--- config.mk ---
export PLATFORM = sky130hd
export DESIGN_NAME = conv1d_requant_pack
export DESIGN_NICKNAME = d
export VERILOG_FILES = /design/src/rtl/conv1d_pkg.sv /design/src/rtl/conv1d_requant_core.sv /design/src/rtl/conv1d_requant_pack.sv
export SDC_FILE = /design/constraint.sdc
export NUM_CORES = 2
export LEC_CHECK = 0
export ABC_AREA = 0
export BUFFER_PORTS_ARGS = -buffer_cell sky130_fd_sc_hd__buf_2
export CAP_MARGIN = 5
export CORE_ASPECT_RATIO = 0.8
export CORE_MARGIN = 10
export CORE_UTILIZATION = 60
export CTS_CLUSTER_DIAMETER = 80
export DETAILED_ROUTE_END_ITERATION = 7
export PLACE_DENSITY_LB_ADDON = 0.3
export RECOVER_POWER = 100
export SLEW_MARGIN = 20
export SYNTH_ARGS = -nofsm -noshare
export SYNTH_HDL_FRONTEND = slang
export SYNTH_SLANG_ARGS = --single-unit
--- constraint.sdc ---
create_clock -name clk -period 23.3 [get_ports clk]
set_input_delay 2.33 -clock clk [delete_from_list [all_inputs] [get_ports clk]]
set_output_delay 2.33 -clock clk [all_outputs]
set_load 0.02 [all_outputs]
--- src/rtl/conv1d_pkg.sv ---
// Shared constants and configuration type for the conv1d requantize/pack stage.
// Q31 fixed-point constants are sized for the full 64-bit product.
package conv1d_pkg;

  localparam int ACC_W  = 32;
  localparam int OUT_W  = 8;
  localparam int PACK   = 4;
  localparam int IDX_W  = $clog2(PACK);
  localparam int CNT_W  = IDX_W + 1;
  localparam int PROD_W = 2 * ACC_W;
  localparam int SHF_W  = 5;

  localparam logic signed [PROD_W-1:0] Q31_NUDGE_POS  = 64'sh0000_0000_4000_0000;
  localparam logic signed [PROD_W-1:0] Q31_NUDGE_NEG  = 64'shFFFF_FFFF_C000_0001;
  // Added before an arithmetic shift so negative quotients truncate toward zero.
  localparam logic signed [PROD_W-1:0] Q31_TRUNC_BIAS = 64'sh0000_0000_7FFF_FFFF;

  localparam logic signed [ACC_W-1:0] INT32_MIN = 32'sh8000_0000;
  localparam logic signed [ACC_W-1:0] INT32_MAX = 32'sh7FFF_FFFF;

  typedef struct packed {
    logic signed [ACC_W-1:0] mult;
    logic        [SHF_W-1:0] shift;
    logic signed [ACC_W-1:0] offset;
    logic signed [OUT_W-1:0] act_min;
    logic signed [OUT_W-1:0] act_max;
  } cfg_t;

  localparam cfg_t CFG_DEFAULT = '{
    mult:    32'sh4000_0000,
    shift:   5'd0,
    offset:  32'sh0000_0000,
    act_min: 8'sh80,
    act_max: 8'sh7F
  };

endpackage

--- src/rtl/conv1d_requant_core.sv ---
// Three-stage int8 requantization pipeline: Q31 multiply, SRDHM, rounding shift
// with offset and clamp. Valid and last ride alongside; everything holds when en_i=0.
module conv1d_requant_core
  import conv1d_pkg::*;
(
  input  logic                    clk_i,
  input  logic                    rst_i,
  input  logic                    en_i,
  input  logic                    vld_i,
  input  logic                    last_i,
  input  logic signed [ACC_W-1:0] data_i,
  input  cfg_t                    cfg_i,
  output logic                    vld_o,
  output logic                    last_o,
  output logic        [OUT_W-1:0] data_o,
  output logic                    busy_o
);

  function automatic logic signed [PROD_W-1:0] mul_full(
    input logic signed [ACC_W-1:0] a,
    input logic signed [ACC_W-1:0] b
  );
    logic [PROD_W-1:0] ae;
    logic [PROD_W-1:0] be;
    ae = {{ACC_W{a[ACC_W-1]}}, a};
    be = {{ACC_W{b[ACC_W-1]}}, b};
    return ae * be;
  endfunction

  function automatic logic signed [ACC_W-1:0] srdhm(
    input logic signed [PROD_W-1:0] p,
    input logic                     sat
  );
    logic signed [PROD_W-1:0] sum;
    logic signed [PROD_W-1:0] quo;
    sum = p + ((p >= 0) ? Q31_NUDGE_POS : Q31_NUDGE_NEG);
    if (sum < 0) quo = (sum + Q31_TRUNC_BIAS) >>> 31;
    else         quo = sum >>> 31;
    return sat ? INT32_MAX : quo[ACC_W-1:0];
  endfunction

  function automatic logic [OUT_W-1:0] requant(
    input logic signed [ACC_W-1:0] x,
    input cfg_t                    c
  );
    logic        [ACC_W-1:0] mask;
    logic        [ACC_W-1:0] rem;
    logic        [ACC_W-1:0] thr;
    logic signed [ACC_W-1:0] y;
    logic signed [ACC_W:0]   z;
    logic signed [ACC_W:0]   lo;
    logic signed [ACC_W:0]   hi;
    mask = (32'd1 << c.shift) - 32'd1;
    rem  = x & mask;
    thr  = (mask >> 1) + {31'd0, x[ACC_W-1]};
    y    = (x >>> c.shift) + ((rem > thr) ? 32'sd1 : 32'sd0);
    // One extra bit so a large zero-point cannot wrap before the clamp.
    z    = {y[ACC_W-1], y} + {c.offset[ACC_W-1], c.offset};
    lo   = {{(ACC_W+1-OUT_W){c.act_min[OUT_W-1]}}, c.act_min};
    hi   = {{(ACC_W+1-OUT_W){c.act_max[OUT_W-1]}}, c.act_max};
    if (z < lo)      z = lo;
    else if (z > hi) z = hi;
    return z[OUT_W-1:0];
  endfunction

  logic                     vld_p1, vld_p2, vld_p3;
  logic                     last_p1, last_p2, last_p3;
  logic                     sat_p1;
  logic signed [PROD_W-1:0] prod_p1;
  logic signed [ACC_W-1:0]  x_p2;
  logic        [OUT_W-1:0]  q_p3;

  always_ff @(posedge clk_i or posedge rst_i) begin
    if (rst_i) begin
      vld_p1 <= 1'b0;
      vld_p2 <= 1'b0;
      vld_p3 <= 1'b0;
    end else if (en_i) begin
      vld_p1 <= vld_i;
      vld_p2 <= vld_p1;
      vld_p3 <= vld_p2;
    end
  end

  always_ff @(posedge clk_i) begin
    if (en_i) begin
      // Stage 1: full-width product
      prod_p1 <= mul_full(data_i, cfg_i.mult);
      sat_p1  <= (data_i == INT32_MIN) && (cfg_i.mult == INT32_MIN);
      last_p1 <= last_i;
      // Stage 2: saturating rounding doubling high multiply
      x_p2    <= srdhm(prod_p1, sat_p1);
      last_p2 <= last_p1;
      // Stage 3: rounding divide, zero-point, activation clamp
      q_p3    <= requant(x_p2, cfg_i);
      last_p3 <= last_p2;
    end
  end

  assign vld_o  = vld_p3;
  assign last_o = last_p3;
  assign data_o = q_p3;
  assign busy_o = vld_p1 | vld_p2 | vld_p3;

endmodule

--- src/rtl/conv1d_requant_pack.sv ---
// Requantizes the conv1d accumulator stream to int8 and packs four results per
// word, element 0 in the top byte, matching the CFU input buffer byte order.
module conv1d_requant_pack #(
  parameter int ACC_W = 32,
  parameter int OUT_W = 8,
  parameter int PACK  = 4
) (
  input  logic                  clk,
  input  logic                  reset,
  input  logic                  cfg_valid,
  input  logic [ACC_W-1:0]      cfg_multiplier,
  input  logic [4:0]            cfg_shift,
  input  logic [ACC_W-1:0]      cfg_offset,
  input  logic [OUT_W-1:0]      cfg_act_min,
  input  logic [OUT_W-1:0]      cfg_act_max,
  input  logic                  in_valid,
  output logic                  in_ready,
  input  logic [ACC_W-1:0]      in_data,
  input  logic                  in_last,
  output logic                  out_valid,
  input  logic                  out_ready,
  output logic [PACK*OUT_W-1:0] out_data,
  output logic [2:0]            out_count,
  output logic                  busy
);

  import conv1d_pkg::IDX_W;
  import conv1d_pkg::CNT_W;
  import conv1d_pkg::cfg_t;
  import conv1d_pkg::CFG_DEFAULT;

  localparam int WORD_W = PACK * OUT_W;

  function automatic logic [WORD_W-1:0] put_byte(
    input logic [WORD_W-1:0] w,
    input logic [IDX_W-1:0]  k,
    input logic [OUT_W-1:0]  b
  );
    logic [WORD_W-1:0] r;
    r = w;
    for (int i = 0; i < PACK; i++) begin
      if (k == IDX_W'(i)) r[WORD_W-1-OUT_W*i -: OUT_W] = b;
    end
    return r;
  endfunction

  // Zero every byte after position k so a short flush never leaks stale bytes.
  function automatic logic [WORD_W-1:0] keep_upto(
    input logic [WORD_W-1:0] w,
    input logic [IDX_W-1:0]  k
  );
    logic [WORD_W-1:0] r;
    r = w;
    for (int i = 0; i < PACK; i++) begin
      if (IDX_W'(i) > k) r[WORD_W-1-OUT_W*i -: OUT_W] = '0;
    end
    return r;
  endfunction

  cfg_t              cfg_q;
  logic              stall;
  logic              adv;
  logic              core_vld;
  logic              core_last;
  logic              core_busy;
  logic [OUT_W-1:0]  core_byte;

  logic [IDX_W-1:0]  idx_q, idx_d;
  logic [WORD_W-1:0] acc_q, acc_d;
  logic [WORD_W-1:0] word_q, word_d;
  logic [CNT_W-1:0]  cnt_q, cnt_d;
  logic              ovld_q, ovld_d;

  assign stall    = ovld_q && !out_ready;
  assign adv      = !stall;
  assign in_ready = adv;
  assign busy     = core_busy || (idx_q != '0) || ovld_q;

  always_ff @(posedge clk or posedge reset) begin
    if (reset) begin
      cfg_q <= CFG_DEFAULT;
    end else if (cfg_valid && !busy) begin
      cfg_q <= '{
        mult:    cfg_multiplier,
        shift:   cfg_shift,
        offset:  cfg_offset,
        act_min: cfg_act_min,
        act_max: cfg_act_max
      };
    end
  end

  conv1d_requant_core u_core (
    .clk_i  (clk),
    .rst_i  (reset),
    .en_i   (adv),
    .vld_i  (in_valid),
    .last_i (in_last),
    .data_i (in_data),
    .cfg_i  (cfg_q),
    .vld_o  (core_vld),
    .last_o (core_last),
    .data_o (core_byte),
    .busy_o (core_busy)
  );

  always_comb begin
    idx_d  = idx_q;
    acc_d  = acc_q;
    word_d = word_q;
    cnt_d  = cnt_q;
    ovld_d = ovld_q;
    if (adv) begin
      if (ovld_q && out_ready) ovld_d = 1'b0;
      if (core_vld) begin
        acc_d = put_byte(acc_q, idx_q, core_byte);
        if (idx_q == IDX_W'(PACK-1) || core_last) begin
          // A completed word may replace one being handed off this same cycle.
          word_d = keep_upto(acc_d, idx_q);
          cnt_d  = {1'b0, idx_q} + CNT_W'(1);
          ovld_d = 1'b1;
          idx_d  = '0;
        end else begin
          idx_d = idx_q + IDX_W'(1);
        end
      end
    end
  end

  always_ff @(posedge clk or posedge reset) begin
    if (reset) begin
      idx_q  <= '0;
      word_q <= '0;
      cnt_q  <= '0;
      ovld_q <= 1'b0;
    end else begin
      idx_q  <= idx_d;
      word_q <= word_d;
      cnt_q  <= cnt_d;
      ovld_q <= ovld_d;
    end
  end

  always_ff @(posedge clk) begin
    acc_q <= acc_d;
  end

  assign out_valid = ovld_q;
  assign out_data  = word_q;
  assign out_count = cnt_q;

endmodule

# Word level (Yosys, flattened, before mapping)
# Cells that the tools add are included.
# totals
regBits,266
output_inout_bits,38
# op_classes
n_reduce_logical,14
add_sub_neg,8
shift,2
bitwise_logic,4
mul,1
muxes,17
n_eq_ne,5
n_lt_le_gt_ge,9
# op_table
operator,n
$mux W8,10
$add A64 B64 Y64,1
$eq A32 B32 Y1 const B,2
$ge A64 B1 Y1 const B,1
$lt A64 B1 Y1 const B,1
$mul A32 B32 Y64,1
$mux W64,1
$add A63 B32 Y63 const B,1
$add A32 B32 Y33,1
$gt A33 B8 Y1,1
$lt A33 B8 Y1,1
$add A31 B1 Y32,1
$add A32 B2 Y32,1
$and A32 B32 Y32,1
$gt A32 B32 Y1,1
$mux W32,1
$shl A1 B5 Y32 const A,1
$sshr A32 B5 Y32,1
$sub A32 B1 Y32 const B,1
$eq A2 B2 Y1 const B,2
$gt A1 B2 Y1 const A,2
$gt A2 B2 Y1 const A,2
$logic_and A1 B1 Y1,4
$mux W1,4
other kinds (12),17

# Depth between registers and ports, before layout
# logic_depth
ltp_word,10
depth_mapped,61
depth_no_buf,56

# Modules after synthesis
# Synthesis repeated with hierarchy kept, for this count alone.
# unflattened
cells_unflattened,6050
area_unflattened_um2,56834.5
# modules_own_cells
mod,instances,cells_each,area_each_um2
conv1d_requant_core,1,5653,50328.3
conv1d_requant_pack,1,397,6506.2

# Least setup slack after synthesis
# Ideal clock, no wire load.
# synth_timing
path_kind,reg2reg
startpoint,reg cfg_q[50] in the netlist's numbering
endpoint,"reg u_core.q_p3[0], in the netlist u_core.data_o[0] (data pin)"
period_less_slack_ps,12414
required_time_ps,23040
arrival_time_ps,12154
path_stages_with_launch,60
path_slack_ps,10886
path_cell_list,dfrtp_1 -> buf_1 -> clkbuf_1 -> buf_1 -> or2_2 -> nor2_1 -> nand2_1 -> ha_1 -> clkbuf_1 -> clkbuf_1 -> clkbuf_1 -> xnor2_1 -> ha_1 -> nand2_1 -> a21oi_1 -> nand3b_1 -> or3b_2 -> nor3_1 -> [... 24 more ...] -> o31ai_1 -> o41ai_1 -> o21ai_0 -> a21oi_1 -> xnor2_1 -> ha_1 -> a21o_1 -> a21oi_1 -> nor2b_1 -> o21ai_0 -> nand2b_1 -> a21oi_1 -> o21ai_0 -> nor2_1 -> o211ai_1 -> a31oi_1 -> mux2_2 -> mux2_2
# synth_via
elab_chain_len,10
# synth_lines
item,line_no,text
from (decl),conv1d_requant_pack.sv:60,cfg_t cfg_q;
from (signal assigned),conv1d_requant_pack.sv:83,cfg_q <= '{
$shl A1 B5 Y32,conv1d_requant_core.sv:53,mask = (32'd1 << c.shift) - 32'd1;
$sub A32 B1 Y32,conv1d_requant_core.sv:53,
$add A31 B1 Y32 or $and A32 B32 Y32 (tied branches),"conv1d_requant_core.sv:55, conv1d_requant_core.sv:54",
$gt A32 B32 Y1,conv1d_requant_core.sv:56,y = (x >>> c.shift) + ((rem > thr) ? 32'sd1 : 32'sd0);
$mux W1,conv1d_requant_core.sv:56,
$add A32 B2 Y32 (*),conv1d_requant_core.sv:56,
$add A32 B32 Y33 (*),conv1d_requant_core.sv:58,"z = {y[ACC_W-1], y} + {c.offset[ACC_W-1], c.offset};"
$gt A33 B8 Y1,conv1d_requant_core.sv:62,else if (z > hi) z = hi;
$mux W8,conv1d_requant_core.sv:62,
$mux W8 (*),conv1d_requant_core.sv:61,if (z < lo) z = lo;
to (signal assigned),conv1d_requant_core.sv:95,"q_p3 <= requant(x_p2, cfg_i);"
to (decl),conv1d_requant_core.sv:71,logic [OUT_W-1:0] q_p3;
# Mark *: on every way between the ends. The rest lies on a longest branch, timed or not.
# A chain may end at the register's enable or synchronous reset.

# Worst setup path in the final report
# layout_timing
startpoint,reg cfg_q[48] in the netlist's numbering
endpoint,"reg u_core.q_p3[0], in the netlist u_core.data_o[0] (data pin)"
# The elaborated chain is that of the path after synthesis.

==> reports/summary.log <==
qor: layout.layout-drive-gt1-share 0.0733
qor: die.core-area 91500 sq um
qor: die.floorplan.die.height 292 um
qor: timing.fin_crit_sh 0.704
qor: setup_path.r2r-start cfg_q[48]$_DFFE_PP0P_
qor: yosys.portion_of_the_post_synthesis_area_used_by_sequential_elements 0.128
qor: clocking.numClockSinks 258
qor: setup_path.crit_path_start_kind flip-flop
qor: timing.finalCriticalPeriod 16.41 ns
qor: clocking.number_of_buffers_created_by_cts 29
qor: timing.finalWorstSetupSlack 6.89 ns
qor: yosys.post-synth-top-area-fraction 0.390
qor: timing.worst_clock_skew 0.0511 ns
qor: die.pin_count 161
qor: place.gp_congestion 0.910
qor: clocking.cts_root_buffer sky130_fd_sc_hd__clkbuf_16
qor: routing.drt_wl_total 155000 um
qor: timing.setup_repair_after_global_routing_missed_its_margin false
qor: place.io_buffer_count 160
qor: setup_path.timing_worst_setup_path_type reg -> reg
qor: clocking.clock_tree.htree_level_count 1
qor: yosys.cell_type_with_the_largest_total_area_after_synthesis sky130_fd_sc_hd__fa_1
qor: clocking.cts-hold-fix-buffers 0
qor: grt.grt_use_total 0.296
qor: outcome.result_of_the_run finished with violations
qor: place.hpwl 113000 um
qor: clocking.worstSkewPairLatency 0.63 ns
qor: grt.grt_antenna_before_repair 5
qor: grt.globalRouteOverflowTotal 0
qor: setup_path.worstPathArrival 16.79 ns
qor: yosys.synth-edff-count 132
qor: setup_path.worst_path_most_repeated_cell sky130_fd_sc_hd__ha_1
qor: setup_path.critical_path.endpoint_type flip-flop
qor: timing.setup_viol 0
qor: yosys.asyncSetResetFlopFracSynth 0.488
qor: yosys.netlist_area 55500 sq um
qor: yosys.number_of_instances_in_the_synthesized_netlist 5931
qor: routing.first_iter_violations 3702
qor: routing.wl_per_cell 21.7 um
qor: outcome.violations max-capacitance violations, max-slew violations
qor: grt.first_global_vias 44.7k
qor: yosys.ys_top_cells_by_area sky130_fd_sc_hd__fa_1, sky130_fd_sc_hd__ha_1, sky130_fd_sc_hd__inv_1
qor: routing.routed_via_density 5.90
qor: die.die_area 105000 sq um
qor: yosys.yosys_most_used_dff sky130_fd_sc_hd__edfxtp_1
qor: yosys.syn-mean-instance-area 9.37 sq um
qor: layout.nets 7461
qor: setup_path.cpPeakStageDelay 1.97 ns
qor: yosys.ys_ff_latch 258
qor: setup_path.reg2regPathDepth 48
qor: timing.hold_violations 0
qor: hold_path.hold_class reg -> reg
qor: timing.slew_headroom -1.57
qor: clocking.cts_resized 0
qor: die.die_w 360 um
qor: hold_path.hold_path_depth 0
qor: layout.area_delta_synth_final 4.62%
qor: run.cap_viol_max_count 11
qor: timing.timing.setup.tns 0 ns
qor: timing.timing_worst_slew_pin_value 3.85 ns
qor: setup_path.crit_start cfg_q[48]$_DFFE_PP0P_
qor: place.dp_slack 9.73 ns
qor: setup_path.worst_setup_path_endpoint u_core.data_o[0]$_DFFE_PN_
qor: routing.final_antenna_net_count 0
qor: die.initial_core_util 0.607
qor: clocking.tritoncts built
qor: routing.vias 42.1k
qor: yosys.syn_nets 7495
qor: setup_path.critPathRequiredTime 23.68 ns
qor: timing.final_max_slew_viol_count 524
qor: die.std_cell_rows 99
qor: setup_path.rrSetupSlack 6.89 ns
qor: yosys.synth-warning-count 0
qor: grt.grt_pass1_wl 248000 um
qor: yosys.yosysUniqueCellTypes 91
qor: clocking.clk_pin_slew_worst_paths 0.06 ns
qor: routing.drt-pass1-iter-count 6
qor: clocking.post-cts-setup-buffer-count 0
qor: setup_path.worst_path_max_delay_cell sky130_fd_sc_hd__clkbuf_1
qor: clocking.clock_path_buffers 3
qor: setup_path.crit-reg2reg-capture u_core.data_o[0]$_DFFE_PN_
qor: grt.maximum_number_of_pins_on_one_net_before_global_route_repair 81
qor: hold_path.worst_hold_path_startpoint u_core.last_p1$_DFFE_PN_
qor: setup_path.critical_path_peak_fanout 43
qor: timing.timing.fmax 60.9 MHz
qor: routing.drt_drc_violations_left 0
worst max-delay path: cells and delay by family, from the launching register on:
family                   cells  cell delay [ns]
multiplexers                 2             0.66
flip-flops                   1             0.33
adder cells (fa/ha/maj)      6             1.58
buffers and inverters        3             3.34
AND/OR/NAND/NOR             13             3.28
AO/OA/AOI/OAI               23             6.76
XOR/XNOR                     1             0.20
final cells by class:
| class | count | area [sq um] |
|---|---|---|
| multi-input cells | 4188 | 42800 |
| fillers | 7458 | 33400 |
| flip-flops and latches | 258 | 7140 |
| inverters | 1188 | 4460 |
| well taps | 1212 | 1520 |
| repair buffers | 232 | 1250 |
| clock buffers | 37 | 818 |
| clock inverters | 17 | 159 |
| diodes | 1 | 2.50 |
flip-flops by register name (all words and copies together), names as in the netlist, 2 cells and up:
register        flops
u_core.data_o       8
out_data           32
u_core.x_p2        32
u_core.prod_p1     64
idx_q               2
out_count           3
acc_q              24
cfg_q              85
cell usage after synthesis, types with 7 or more instances:
cell type                   count
sky130_fd_sc_hd__nor4_1        27
sky130_fd_sc_hd__a21o_1        73
sky130_fd_sc_hd__a31oi_1       19
sky130_fd_sc_hd__buf_1         14
sky130_fd_sc_hd__dfstp_2        9
sky130_fd_sc_hd__o31ai_1       14
sky130_fd_sc_hd__xor2_1        66
sky130_fd_sc_hd__mux2_2       134
sky130_fd_sc_hd__mux2i_1       34
sky130_fd_sc_hd__nand4_1       41
sky130_fd_sc_hd__and3_1        34
sky130_fd_sc_hd__xnor2_1      123
sky130_fd_sc_hd__inv_1       1187
sky130_fd_sc_hd__nand3b_1       7
sky130_fd_sc_hd__edfxtp_1     132
sky130_fd_sc_hd__nand2b_1      84
sky130_fd_sc_hd__nand2_1      924
sky130_fd_sc_hd__clkbuf_1     278
sky130_fd_sc_hd__nor3_1        45
sky130_fd_sc_hd__or3_1         10
sky130_fd_sc_hd__a22o_1         9
sky130_fd_sc_hd__a2111oi_0      8
sky130_fd_sc_hd__nor2_1       157
sky130_fd_sc_hd__o21ai_0      129
sky130_fd_sc_hd__o21a_1        19
sky130_fd_sc_hd__mux4_2        47
sky130_fd_sc_hd__ha_1         358
sky130_fd_sc_hd__nand3_1       66
sky130_fd_sc_hd__a21boi_0       9
sky130_fd_sc_hd__dfrtp_1      117
sky130_fd_sc_hd__fa_1        1083
sky130_fd_sc_hd__o21bai_1      20
sky130_fd_sc_hd__a21oi_1      171
sky130_fd_sc_hd__and2_1       273
sky130_fd_sc_hd__o211ai_1      18
sky130_fd_sc_hd__nor2b_1       40
sky130_fd_sc_hd__a211oi_1      13
sky130_fd_sc_hd__or2_2          9
sky130_fd_sc_hd__a211o_1        7
cell usage in the layout (no fill, tap or decap), types with 9 or more instances in the layout:
cell type / n
sky130_fd_sc_hd__o21bai_1: 20
sky130_fd_sc_hd__o211ai_1: 18
sky130_fd_sc_hd__buf_4: 61
sky130_fd_sc_hd__or2_2: 9
sky130_fd_sc_hd__nand2_1: 924
sky130_fd_sc_hd__a31oi_1: 19
sky130_fd_sc_hd__nor2b_1: 40
sky130_fd_sc_hd__inv_1: 1186
sky130_fd_sc_hd__buf_2: 120
sky130_fd_sc_hd__or3_1: 10
sky130_fd_sc_hd__nand4_1: 41
sky130_fd_sc_hd__mux2_2: 112
sky130_fd_sc_hd__mux2_1: 22
sky130_fd_sc_hd__clkbuf_1: 55
sky130_fd_sc_hd__a21oi_1: 171
sky130_fd_sc_hd__nand2b_1: 84
sky130_fd_sc_hd__nor4_1: 30
sky130_fd_sc_hd__xnor2_1: 123
sky130_fd_sc_hd__and3_1: 34
sky130_fd_sc_hd__and2_1: 265
sky130_fd_sc_hd__o21ai_0: 130
sky130_fd_sc_hd__a21o_1: 73
sky130_fd_sc_hd__nand3_1: 67
sky130_fd_sc_hd__edfxtp_1: 132
sky130_fd_sc_hd__dfstp_2: 9
sky130_fd_sc_hd__nor2_1: 157
sky130_fd_sc_hd__fa_1: 1083
sky130_fd_sc_hd__xor2_1: 66
sky130_fd_sc_hd__a21boi_0: 9
sky130_fd_sc_hd__mux4_2: 47
sky130_fd_sc_hd__a211oi_1: 13
sky130_fd_sc_hd__mux2i_1: 34
sky130_fd_sc_hd__dfrtp_1: 111
sky130_fd_sc_hd__clkbuf_16: 31
sky130_fd_sc_hd__ha_1: 358
sky130_fd_sc_hd__and2_0: 10
sky130_fd_sc_hd__nor3_1: 45
sky130_fd_sc_hd__a22o_1: 9
sky130_fd_sc_hd__o31ai_1: 14
sky130_fd_sc_hd__o21a_1: 19
how the worst min path moves through the flow:
stage / to
CTS: u_core.last_p2$_DFFE_PN_
floorplan: u_core.last_o$_DFFE_PN_
global placement: u_core.last_o$_DFFE_PN_
finish: u_core.last_p2$_DFFE_PN_
global route: u_core.last_p2$_DFFE_PN_
detailed placement: u_core.last_o$_DFFE_PN_
metal layers:
layer,vias to the layer above,share of wire,track usage
li1,18342,-,-
met1,21086,0.40,0.404
met2,2244,0.45,0.464
met3,422,0.12,0.0812
met4,4,0.034,0.0834
met5,-,0.00012,0.00137
per-stage QoR:
step / cell area [sq um] / util / hold WS [ns] / std cells
after floorplan: 55500 / - / 0.400 / 5931
after global placement: 57300 / 0.626 / 0.407 / 7078
after detailed placement: 57300 / 0.626 / 0.417 / 7078
after CTS: 58300 / 0.637 / 0.426 / 7132
after global routing: 58100 / 0.635 / 0.427 / 7133
final: 58100 / 0.635 / 0.429 / 7133
kinds of logic after synthesis:
kind of cell / count (synthesis) / synth area share
AOI/OAI and AO/OA: 586 / 0.0678
xor gates and xnor gates: 190 / 0.0301
adders and majority gates: 1441 / 0.471
buffers and inverters: 1485 / 0.101
DFF: 258 / 0.128
muxes: 215 / 0.0523
other: 2 / 0.000135
and+or+nand+nor: 1754 / 0.150
Power is left out: the tool's default activity adds up to more than one toggle a clock period on the data nets, which glitch-free logic cannot reach.
